`src/rtl/fetch_responder.sv`:
```
// Instruction fetch responder: a one-word tagged buffer in front of a variable-latency memory.
// Misses issue a single valid/ready request; flushes, bus errors and timeouts are absorbed here.
module fetch_responder #(
    parameter int TIMEOUT_CYCLES = 255
) (
    input  logic        clk,
    input  logic        reset_n,
    input  logic [31:0] fetch_addr,
    output logic [31:0] fetch_data,
    output logic        fetch_ready,
    output logic        fetch_error,
    input  logic        flush,
    output logic        mem_req_valid,
    input  logic        mem_req_ready,
    output logic [31:0] mem_req_addr,
    input  logic        mem_resp_valid,
    input  logic [31:0] mem_resp_data,
    input  logic        mem_resp_error
);
    localparam int CNT_W = (TIMEOUT_CYCLES > 0) ? $clog2(TIMEOUT_CYCLES + 1) : 1;
    localparam logic [CNT_W-1:0] CNT_MAX  = CNT_W'(TIMEOUT_CYCLES);
    localparam logic [CNT_W-1:0] CNT_LAST = CNT_W'(TIMEOUT_CYCLES - 1);

    typedef enum logic [1:0] {IDLE, REQ, WAIT, DRAIN} state_t;

    state_t            state_q, state_d;
    logic              buf_valid_q, buf_valid_d;
    logic [29:0]       buf_tag_q, buf_tag_d;
    logic [31:0]       buf_data_q, buf_data_d;
    logic              buf_err_q, buf_err_d;
    logic              stale_q, stale_d;
    logic [CNT_W-1:0]  cnt_q, cnt_d;
    logic [29:0]       req_addr_q, req_addr_d;

    logic              hit;
    logic              timeout;
    logic              fill;
    logic [31:0]       fill_data;
    logic              fill_err;
    logic              unused_addr_bits;

    assign unused_addr_bits = ^fetch_addr[1:0];

    assign hit         = buf_valid_q && (buf_tag_q == fetch_addr[31:2]) && !flush;
    assign fetch_ready = hit;
    assign fetch_error = hit && buf_err_q;
    assign fetch_data  = buf_data_q;

    assign mem_req_valid = (state_q == REQ);
    assign mem_req_addr  = {req_addr_q, 2'b00};

    // cnt_q holds the number of completed WAIT cycles, so the current WAIT cycle is cnt_q+1
    assign timeout = (TIMEOUT_CYCLES > 0) && (cnt_q == CNT_LAST);

    always_comb begin
        state_d     = state_q;
        buf_valid_d = buf_valid_q;
        buf_tag_d   = buf_tag_q;
        buf_data_d  = buf_data_q;
        buf_err_d   = buf_err_q;
        stale_d     = stale_q;
        cnt_d       = cnt_q;
        req_addr_d  = req_addr_q;
        fill        = 1'b0;
        fill_data   = 32'h0;
        fill_err    = 1'b0;

        case (state_q)
            IDLE: begin
                if (!hit && !flush) begin
                    req_addr_d = fetch_addr[31:2];
                    state_d    = REQ;
                end
            end
            REQ: begin
                if (flush) stale_d = 1'b1;
                if (mem_req_ready) begin
                    state_d = WAIT;
                    cnt_d   = '0;
                end
            end
            WAIT: begin
                if (flush) stale_d = 1'b1;
                if (mem_resp_valid) begin
                    state_d   = IDLE;
                    stale_d   = 1'b0;
                    fill      = !stale_q && !flush;
                    fill_data = mem_resp_error ? 32'h0 : mem_resp_data;
                    fill_err  = mem_resp_error;
                end else if (timeout) begin
                    state_d   = DRAIN;
                    fill      = !stale_q && !flush;
                    fill_data = 32'h0;
                    fill_err  = 1'b1;
                end else if (cnt_q != CNT_MAX) begin
                    cnt_d = cnt_q + CNT_W'(1);
                end
            end
            DRAIN: begin
                // The late response of a timed-out request is swallowed here
                if (mem_resp_valid) begin
                    state_d = IDLE;
                    stale_d = 1'b0;
                end
            end
            default: state_d = IDLE;
        endcase

        if (fill) begin
            buf_valid_d = 1'b1;
            buf_tag_d   = req_addr_q;
            buf_data_d  = fill_data;
            buf_err_d   = fill_err;
        end
        if (flush) buf_valid_d = 1'b0;
    end

    always_ff @(posedge clk or negedge reset_n) begin
        if (!reset_n) begin
            state_q     <= IDLE;
            buf_valid_q <= 1'b0;
            buf_tag_q   <= '0;
            buf_data_q  <= '0;
            buf_err_q   <= 1'b0;
            stale_q     <= 1'b0;
            cnt_q       <= '0;
            req_addr_q  <= '0;
        end else begin
            state_q     <= state_d;
            buf_valid_q <= buf_valid_d;
            buf_tag_q   <= buf_tag_d;
            buf_data_q  <= buf_data_d;
            buf_err_q   <= buf_err_d;
            stale_q     <= stale_d;
            cnt_q       <= cnt_d;
            req_addr_q  <= req_addr_d;
        end
    end
endmodule

```
`config.mk`:
```
export PLATFORM = sky130hd
export DESIGN_NAME = fetch_responder
export DESIGN_NICKNAME = d
export VERILOG_FILES = /design/src/rtl/fetch_responder.sv
export SDC_FILE = /design/constraint.sdc
export NUM_CORES = 1
export LEC_CHECK = 0
export BUFFER_PORTS_ARGS = -buffer_cell sky130_fd_sc_hd__buf_2
export CORE_UTILIZATION = 45
export CTS_CLUSTER_DIAMETER = 100
export DETAILED_ROUTE_END_ITERATION = 8
export HOLD_SLACK_MARGIN = 0.03
export PLACE_DENSITY = 0.72
export REMOVE_ABC_BUFFERS = 1
export SETUP_SLACK_MARGIN = 0.02
export SYNTH_ARGS = -nofsm -noshare
export SYNTH_HDL_FRONTEND = slang
export SYNTH_SLANG_ARGS = --single-unit
```
`constraint.sdc`:
```
create_clock -name clk -period 5.4 [get_ports clk]
set_input_delay 0.27 -clock clk [delete_from_list [all_inputs] [get_ports clk]]
set_output_delay 0.27 -clock clk [all_outputs]
set_load 0.01 [all_outputs]
```
== Word-level counts from Yosys, hierarchy flattened ==
Cells that the tools add are included.
Word-level totals
  output and inout bits: 67
  word-level logic and storage cells: 64
  input bits: 70
  register bits: 105
Cells by class
  muxes and demuxes: 26
  equal/unequal tests: 13
  $add $sub $neg: 1
  reduce and logical (&&, ||, !) cells: 16
Operator list (number)
  2-to-1 mux 32 bit: 3
  2-to-1 mux 8 bit: 4
  == test 30 bit: 1
  case mux 8 bit (2 select lines): 1
  2-to-1 mux 1 bit: 11
  2-to-1 mux 2 bit: 5
  inequality test 2 bit (second input constant): 5
  adder 8 x 1 -> 8 bit (second input constant): 1
  == test 8 bit (second input constant): 1
  inequality test 8 bit (second input constant): 1
  case mux 2 bit (4 select lines): 1
  logical AND 1 bit: 5
  AND reduction 5 bit: 1
  == test 2 bit (second input constant): 2
  AND reduction 2 bit: 2
  AND reduction 4 bit: 1
  nonzero test 2 bit: 2
  zero test 1 bit: 3
  inequality test 3 bit (second input constant): 1
  case mux 1 bit (3 select lines): 1
  nonzero test 3 bit: 1
  == test 2 x 1 -> 1 bit (second input constant): 1
  zero test 2 bit: 1
  inequality test 2 x 1 -> 1 bit (second input constant): 1

== Depth between registers and ports, before layout ==
Gate-level depths: netlist of run 1.
  depth after elaboration: 7
  mapped depth: 7

== Worst setup path before layout of run 1 ==
No wires, ideal clock.
  path kind: flip-flop to flip-flop
  start point: register buf_tag_q[29]
  end point: register req_addr_q[0]
  cell stages (with the launch flop): 7
  setup slack: 3.634 ns
  required time: 5.275 ns
  buffers on the path: 1
  arrival: 1.641 ns
  path through: dfrtp_1 > xnor2_1 > nand4_1 > nor4_4 > a2111oi_4 > buf_6 > mux2_4
On the way
  longest elaborated chain between the ends: 6
Ends and longest elaborated chain
  from (decl): line 28  | logic [29:0] buf_tag_q, buf_tag_d;
  from (signal assigned): line 131  | buf_tag_q <= buf_tag_d;
  == test 30 bit: line 44  | assign hit = buf_valid_q && (buf_tag_q == fetch_addr[31:2]) && !flush;
  logical AND 1 bit (2 in a row): line 44
  zero test 1 bit: line 70  | if (!hit && !flush) begin
  logical AND 1 bit: line 70
  AND reduction 2 bit (no source line)
  to (signal assigned): line 136  | req_addr_q <= req_addr_d;
  to (decl): line 33  | logic [29:0] req_addr_q, req_addr_d;
Every way passes these cells.
A chain may end at the register's enable or synchronous reset.

== Worst setup path in the final report of run 1 ==
  start point: register cnt_q[0]
  end point: register buf_tag_q[0]
On the way
  longest elaborated chain between the ends: 4
Ends and longest elaborated chain
  from (decl): line 32  | logic [CNT_W-1:0] cnt_q, cnt_d;
  from (signal assigned): line 135  | cnt_q <= cnt_d;
  == test 8 bit: line 53  | assign timeout = (TIMEOUT_CYCLES > 0) && (cnt_q == CNT_LAST);
  2-to-1 mux 1 bit: line 90  | end else if (timeout) begin
  2-to-1 mux 1 bit: line 84  | if (mem_resp_valid) begin
  2-to-1 mux 1 bit: line 68  | case (state_q)
Every way passes these cells.

==> results.yml, run 1 <==
clock_network:
  path_clk_slew_ns: 0.12
  ctsHtreeMaxLevel: 3
  cts.sinks: 105
  cts_tree: "yes"
  clockBufferDepth: 2
  cts_buffers: 9
  post-cts-setup-buffers: 0
  insertion_delay_ns: 0.37
  root_buffer: "clkbuf_8"
logic_synthesis:
  ys_ff_latch: 105
  yosysUniqueCellTypes: 39
  synth_area_um2: 4600
  synthTopCellsByCount: "dfrtp_1 (105), a22o_1 (32), xnor2_1 (32)"
  synth-edff-count: 0
  syn_avg_cell_area_um2: 14.3
  netlist.area_leader.share_pct: 57.1
  yosysSeqAreaShare_pct: 57.1
  yosys_warnings: 0
  ys.flop_type: "dfrtp_1"
  synth_cells: 323
  synthArstFlopShare_pct: 100
  synth_top_cell_by_area: "dfrtp_1"
  synth_most_common_cell: "dfrtp_1"
  synth.area.top_cells: "dfrtp_1 (57%), mux2_4 (9.8%), mux2_2 (7.1%), a22o_1 (6.1%), xnor2_1 (6.1%)"
cells_and_area:
  fillers: 817
  ff_latch_area_um2: 2630
  areaGrowthSynthToFinish_pct: 21.2
  design_area_um2: 5580
  multiInputGateArea_um2: 1850
  antennaDiodeCount: 0
  finalNetCount: 525
  instances_no_fill: 591
  drive_above_1_share_pct: 47.4
timing:
  relSlewSlack_pct: 20.9
  setup_viol: 0
  finalHoldViolations: 0
  setup_tns_ns: 0
  finalCritPeriodShare_pct: 46.8
  finalClockSkew_ns: 0.0170
  slew_viol_final: 0
  rsz0062_at_grt: "false"
  period_needed_ns: 2.53
  tightestPinTransition_ns: 1.19
  timing.fmax_mhz: 396
detailed_routing:
  route.detailed.drc: 0
  viasPerCell: 5.09
  ant_nets: 0
  drt_pass1_iterations: 4
  vias: 3007
  drt_iter0_drc: 78
  wire_per_inst_um: 15.6
  drt_wl_total_um: 9200
worst_setup_path:
  cp_cell_sequence: "inv_1, ha_1, and2_1, o21ai_4, buf_4, mux2_2"
  end_kind: "register"
  worst_ep_required_time_ns: 5.66
  cp_slowest_cell: "buf_4"
  crit_path_start: "cnt_q[0]"
  reg2reg_slack_ns: 2.87
  start_kind: "register"
  critPathArrivalTime_ns: 2.79
  slowest_delay_ns: 0.56
  cp_max_fo: 45
  worst_r2r_path_depth: 6
  rr_startpoint: "cnt_q[0]"
  endpoint: "buf_tag_q[0]"
  timing.rr.end: "buf_tag_q[0]"
  path_class: "reg2reg"
grt:
  grt_pass1_wl_um: 14500
  grt_use_total_pct: 18.2
  grt_max_degree: 64
  grt-ovfl-total: 0
  antenna_found_initial: 0
  first_global_vias: 2959
die:
  coreArea_um2: 9860
  start_util_pct: 46.7
  pin_count: 137
  dieHeight_um: 103
  dieArea_um2: 10600
  rows: 36
  die_width_um: 103
hold_path:
  hold_class: "in2reg"
place:
  dpl-instance-area_um2: 5350
  dpl.hpwl_um: 6360
  gp_congestion: 0.824
  numPortBuffers: 132
  dp.cells: 574
flow_run:
  cap_viol_max_count: 0
power_and_ir_drop:
  p_leak_nw: 2.73
  vdd_drop_max_uv: 317
  power_density_nw_per_um2: 524
outcome:
  status: "completed"
## repair_timing
action,4_1_cts,5_1_grt
resized for setup,0,0
hold buffers,1,0
endpoints found under the hold margin,42,0
## how the worst min path moves through the flow
stage                           start              to  cells past startpoint
finish              mem_resp_data[21]  fetch_data[21]                      2
detailed placement            reset_n   req_addr_q[3]                      1
CTS                 mem_resp_data[21]  fetch_data[21]                      2
global placement              reset_n    buf_tag_q[3]                      1
global route        mem_resp_data[13]  fetch_data[13]                      2
floorplan                     reset_n       buf_err_q                      0
## critical path, delay by kind of cell, from the launching register on
family,cells,cell delay (ns)
compound gates,1,0.54
buf+inv,2,0.63
fa+ha+maj,1,0.22
flops,1,0.45
mux,1,0.39
simple gates,1,0.17
## layer usage
| metal | up-vias | global-route usage, % | routed length, um |
|---|---|---|---|
| li1 | 1414 | - | - |
| met5 | - | 0 | 0 |
| met1 | 1508 | 24.4 | 4170 |
| met3 | 9 | 4.54 | 392 |
| met4 | 0 | 5.96 | 91 |
| met2 | 76 | 28.9 | 4550 |
## cells by family (layout without fill, tap and decap cells)
kind of cell / count (synthesis) / count (layout) / share of synthesized area (%)
fa+ha+maj: 2 / 2 / 0.543
other cells: 1 / 2 / 0.0814
buf+inv: 23 / 157 / 2.80
simple gates: 43 / 43 / 6.14
flops: 105 / 105 / 57.1
xor+xnor: 33 / 33 / 6.28
mux: 60 / 60 / 17.1
compound gates: 56 / 56 / 9.97
## state kept, by name, indices dropped and copies added (netlist names)
register	cells
buf_tag_q	30
buf_err_q	1
fetch_data	32
req_addr_q	30
cnt_q	8
state_q	2
stale_q	1
buf_valid_q	1
## placed cells by master (no fill, tap or decap), types with 2 or more instances in the layout
cell type / netlist / layout
xnor2_1: 32 / 32
inv_6: 0 / 2
dfrtp_1: 105 / 105
buf_2: 7 / 131
clkinv_8: 0 / 2
nor2_1: 8 / 8
ha_1: 2 / 2
conb_1: 1 / 2
nor2b_1: 2 / 2
a22o_1: 32 / 32
nand4_1: 7 / 7
nand2_1: 7 / 7
nor4_4: 3 / 3
buf_4: 3 / 4
mux2_2: 29 / 29
a21oi_1: 5 / 5
o31a_1: 3 / 3
nor3_1: 4 / 4
inv_1: 5 / 5
o21ai_0: 9 / 9
mux2_4: 30 / 30
nand3_1: 4 / 4
clkbuf_8: 0 / 9
or3_1: 2 / 2
## metrics by stage
stage	power (mW)	util [%]	setup WS (ns)	hold WS (ns)
floorplan	2.03	-	2.46	-0.0256
global placement	2.39	54.2	2.86	0.290
detailed placement	2.43	54.2	2.86	0.294
CTS	2.97	56.6	2.84	0.0858
global route	3.12	56.6	2.66	0.0802
finish	2.93	56.6	2.87	0.102
## layout make-up
cell class                      instances  area share, %
Sequential cell                       105           47.1
Multi-Input combinational cell        196           33.2
Timing Repair Buffer                  136           12.5
Tap cell                              133           2.98
Clock buffer                            9           2.22
Clock inverter                          7           1.77
Inverter                                5          0.336
## report_power, final
group	internal, mW	leakage, nW	switching, mW	total, mW
combinational	0.610	1.29	0.435	1.05
sequential	1.11	1.34	0.243	1.35
clock	0.229	0.108	0.299	0.528
total	1.95	2.73	0.977	2.93
(Power assumes the default switching activity.)
==> run 2, diff against run 1 <==
clock period = 2.5 ns   (was 5.4 ns; I/O delays follow)
==> run 2 against run 1 <==
  * Via count up 9.0%
  * Global-route usage up 1.9 points
  * Cell count rose by 12%
  * Register-to-register slack worse by 2.4 ns
  * Sequential cell count unchanged
  * Cell area is 13% higher
  * Hold slack worse by 0.028 ns
  * Sequential power increased by 110%
  * Routed wire length up 9.7%
  * Non-clock buffer count is 68 higher
  * Core utilization is 7.1 points higher
  * Largest cell class unchanged
==> results.yml, run 2 (synthesis gave the netlist of run 1 again) <==
power_and_ir_drop:
  p_leak_nw: 3.03
  power_density_nw_per_um2: 1040
  vdd_drop_max_uv: 591
worst_setup_path:
  critPathArrivalTime_ns: 2.09
  worst_ep_required_time_ns: 2.38
  end_kind: "output pin"
  cp_cell_sequence: "dlygate4sd3_1, buf_2, xnor2_1, nand4_1, nor4_4, buf_4, nand2_1, nor3_1, buf_2"
  start_kind: "primary input"
  crit_path_frequent_cell: "buf_2"
  cp_slowest_cell: "dlygate4sd3_1"
  path_class: "in2out"
  cp_max_fo: 2
  slowest_delay_ns: 0.54
detailed_routing:
  drt_pass1_iterations: 4
  drt_wl_total_um: 10100
  vias: 3278
  ant_nets: 0
  route.detailed.drc: 0
  viasPerCell: 4.97
  drt_iter0_drc: 76
  wire_per_inst_um: 15.3
die:
  die_width_um: 103
  coreArea_um2: 9860
  rows: 36
  pin_count: 137
  dieArea_um2: 10600
  start_util_pct: 46.7
  dieHeight_um: 103
place:
  numPortBuffers: 132
  dpl.hpwl_um: 6560
  gp_congestion: 0.748
timing:
  whs_ns: 0.0739
  period_needed_ns: 2.22
  setup_tns_ns: 0
  setup_viol: 0
  finalHoldViolations: 0
  finalCritPeriodShare_pct: 88.7
  slew_viol_final: 0
  tightestPinTransition_ns: 0.659
  relSlewSlack_pct: 55.7
  finalClockSkew_ns: 0.00715
  rsz0062_at_grt: "false"
  timing.fmax_mhz: 451
hold_path:
  hold_class: "in2reg"
clock_network:
  root_buffer: "clkbuf_8"
  cts_buffers: 9
  cts_tree: "yes"
  cts.sinks: 105
  path_clk_slew_ns: 0.09
  insertion_delay_ns: 0.37
  ctsHtreeMaxLevel: 3
  clockBufferDepth: 2
flow_run:
  cap_viol_max_count: 0
grt:
  first_global_vias: 3343
  grt_max_degree: 61
  grt_pass1_wl_um: 16100
  grt_use_total_pct: 20.0
  grt-ovfl-total: 0
  antenna_found_initial: 0
cells_and_area:
  areaGrowthSynthToFinish_pct: 36.4
  mostFrequentLayoutCells: "buf_2 (131), dfrtp_1 (105), dlygate4sd3_1 (63)"
  antennaDiodeCount: 0
  final_common_cell: "buf_2"
  finish.utilization_pct: 63.7
  drive_above_1_share_pct: 42.2
  largest_register_ffs: 32
  finalNetCount: 593
outcome:
  status: "completed"
==> run 2: cell types whose count changed in the layout (fill, tap and decap cells not counted) <==
cell / change
clkinv_8: -2
clkinvlp_4: +1
inv_6: -2
buf_12: +2
clkbuf_8: +2
clkbuf_1: +1
bufinv_16: +1
dlygate4sd3_1: +62
inv_8: -1
buf_4: +4
==> run 2: per-stage QoR <==
step | area [um^2] | power (mW) | worst slack, ns | instances
floorplan | 4500 | 4.38 | -0.438 | 306
global placement | 5410 | 5.20 | -0.0627 | 579
detailed placement | 5410 | 5.30 | -0.131 | 579
CTS | 6280 | 6.59 | 0.261 | 659
global route | 6280 | 6.95 | 0.162 | 659
finish | 6280 | 6.53 | 0.282 | 659
==> run 2: final cells by class <==
cell class,instances,area [um^2]
Multi-Input combinational cell,196,1850
Fill cell,743,3580
Sequential cell,105,2630
Tap cell,133,166
Timing Repair Buffer,204,1390
Clock inverter,4,75.1
Clock buffer,12,155
Inverter,5,18.8
==> run 2: worst paths after layout <==
check,from,endpoint,slack [ns],cells past startpoint
worst max-delay path,fetch_addr[5],fetch_error,0.28,9
min in group asynchronous,reset_n,cnt_q[5],0.29,2
worst min register to register,fetch_data[4],fetch_data[4],0.51,1
worst max register to register,buf_tag_q[11],req_addr_q[22],0.51,6
max in group asynchronous,reset_n,req_addr_q[25],1.47,3
worst min-delay path,mem_resp_valid,state_q[1],0.07,2
==> run 2: worst max-delay path: cells and delay by family <==
family                    cells  cell delay, ns
buffers and inverters         4            1.00
and+or+nand+nor               4            0.80
xor gates and xnor gates      1            0.16
==> run 2: repair_timing <==
item	CTS	global route
hold buffers	63	0
endpoints found under the hold margin	107	0
gates resized for setup	0	0
setup buffers	1	0
endpoints found under the setup margin	20	0
==> run 2: where the power goes <==
| part | switching, mW | internal [mW] | total (mW) |
|---|---|---|---|
| Combinational | 1.02 | 1.42 | 2.44 |
| Clock | 0.563 | 0.619 | 1.18 |
| Sequential | 0.500 | 2.40 | 2.90 |
| Total | 2.08 | 4.45 | 6.53 |
==> run 2: routing by layer <==
| layer | GRT usage (%) | vias up | wire length [um] |
|---|---|---|---|
| met2 | 33.1 | 96 | 5110 |
| met1 | 25.3 | 1617 | 4400 |
| met3 | 5.49 | 12 | 443 |
| li1 | - | 1553 | - |
| met5 | 0 | - | 0 |
| met4 | 7.04 | 0 | 139 |
==> run 3, diff against run 2 <==
CORE_ASPECT_RATIO = 0.5   (was not set)
==> run 3 against run 2 <==
  * Sequential cell count stayed put
  * Routed wire length rose by 0.35%
  * Setup slack improved by 0.056 ns
  * Cell area down 0.82%
  * Non-clock buffer count down 12
==> results.yml, run 3 (synthesis gave the netlist of run 1 again) <==
grt:
  grt-busiest-layer: "met2"
  first_global_vias: 3394
  use_met1_pct: 25.3
  use_met2_pct: 35.6
  grt_pass1_wl_um: 16800
  antenna_found_initial: 0
  grt-ovfl-total: 0
  grt_use_total_pct: 20.3
  gr-usage-met3_pct: 4.16
  grt_max_degree: 53
worst_setup_path:
  path_class: "in2out"
  slowest_delay_ns: 0.54
  cp_slowest_cell: "dlygate4sd3_1"
  cp_max_fo: 3
  critPathArrivalTime_ns: 2.04
  crit_path_frequent_cell: "buf_2"
  reg2reg_slack_ns: 0.49
  start_kind: "primary input"
  path_delay_family: "simple AND/OR/NAND/NOR gates"
  worst_ep_required_time_ns: 2.38
  crit_buf_inv: 3
  cp_cell_sequence: "dlygate4sd3_1, buf_2, xnor2_1, nand4_1, nor4_4, nand2_1, nor3_1, buf_2"
  end_kind: "output pin"
timing:
  timing.fmax_mhz: 463
  finalHoldViolations: 0
  finalClockSkew_ns: 0.00804
  relSlewSlack_pct: 54.4
  slew_viol_final: 0
  tightestPinTransition_ns: 0.684
  finalCritPeriodShare_pct: 86.5
  period_needed_ns: 2.16
  rsz0062_at_grt: "false"
  worst_slack_ns: 0.338
  setup_viol: 0
cells_and_area:
  final_common_cell: "buf_2"
  finish.utilization_pct: 64.2
  areaGrowthSynthToFinish_pct: 35.3
  largest_register_ffs: 32
  drive_above_1_share_pct: 43.2
  finalNetCount: 581
  mostFrequentLayoutCells: "buf_2 (131), dfrtp_1 (105), dlygate4sd3_1 (52)"
power_and_ir_drop:
  total_power_mw: 6.68
  power_density_nw_per_um2: 1070
  vdd_drop_max_uv: 440
  p_leak_nw: 3.01
clock_network:
  path_clk_slew_ns: 0.07
  clockBufferDepth: 2
  insertion_delay_ns: 0.35
  cts_resized: 0
  cts_buffers: 9
  root_buffer: "clkbuf_16"
  cts_tree: "yes"
  cts.sinks: 105
  ctsHtreeMaxLevel: 3
die:
  coreArea_um2: 9700
  dieHeight_um: 73.5
  pin_count: 137
  dieArea_um2: 10700
  rows: 25
  start_util_pct: 47.5
  die_width_um: 145
outcome:
  status: "completed"
detailed_routing:
  viasPerCell: 4.97
  drt_wl_total_um: 10100
  wire_per_inst_um: 15.6
  vias: 3228
  drt_pass1_iterations: 5
  ant_nets: 0
  route.detailed.drc: 0
  drt_iter0_drc: 185
place:
  gp_congestion: 0.740
  dp_slack_ns: 0.504
  dpl.hpwl_um: 6510
  numPortBuffers: 132
flow_run:
  cap_viol_max_count: 0
hold_path:
  hold_class: "in2reg"
[run 3: cell types whose count changed in the layout (fill, tap and decap cells not counted), moves of 2 or more]
cell,previous run,this run
dlygate4sd3_1,63,52
clkbuf_16,0,9
clkbuf_8,11,2
clkinv_4,0,2
bufinv_16,2,0
[run 3: stage by stage]
step                      std cells  setup TNS [ns]  area, um^2  hold WS [ns]
final                           650               0        6230        0.0415
after global routing            649               0        6230        0.0404
after CTS                       649               0        6230        0.0316
after detailed placement        581               0        5420         0.215
after global placement          581               0        5420         0.209
after floorplan                 306          -13.14        4500        -0.171
[run 3: layer usage]
layer,share of wire (%),routed length (um),vias to the layer above
li1,-,-,1525
met1,44,4500,1616
met2,51,5180,69
met3,2.9,294,18
met4,1.6,159,0
met5,0,0,-
[run 3: power by group]
| part | total (mW) | leakage, nW | internal [mW] | switching (mW) |
|---|---|---|---|---|
| sequential | 2.93 | 1.34 | 2.41 | 0.528 |
| clock | 1.37 | 0.142 | 0.736 | 0.636 |
| combinational | 2.37 | 1.53 | 1.39 | 0.980 |
[run 3: area by class of cell]
class,instances,area [um^2]
Fill cell,761,3470
Sequential cell,105,2630
Multi-Input combinational cell,196,1850
Timing Repair Buffer,192,1270
Clock buffer,11,253
Tap cell,135,169
Clock inverter,5,38.8
Inverter,5,18.8
Antenna cell,1,2.50
[run 3: timing repair]
action                                 CTS  global route
endpoints found under the hold margin  100             0
setup buffers                            0             0
hold buffers                            52             0
[run 3: worst reg2reg max path: cells and delay by family, from the launching register on]
kind	cells	cell delay, ns
compound gates	1	0.43
xor+xnor	1	0.13
buf+inv	1	0.27
flops	1	0.39
mux	1	0.33
simple gates	2	0.34
[run 3: worst paths after layout]
check | cells past startpoint | start | endpoint
min | 2 | fetch_addr[29] | req_addr_q[27]
min in group asynchronous | 2 | reset_n | fetch_data[17]
max reg2reg | 6 | buf_tag_q[1] | req_addr_q[16]
min reg2reg | 1 | fetch_data[0] | fetch_data[0]
max | 8 | fetch_addr[3] | fetch_error
max in group asynchronous | 3 | reset_n | req_addr_q[26]
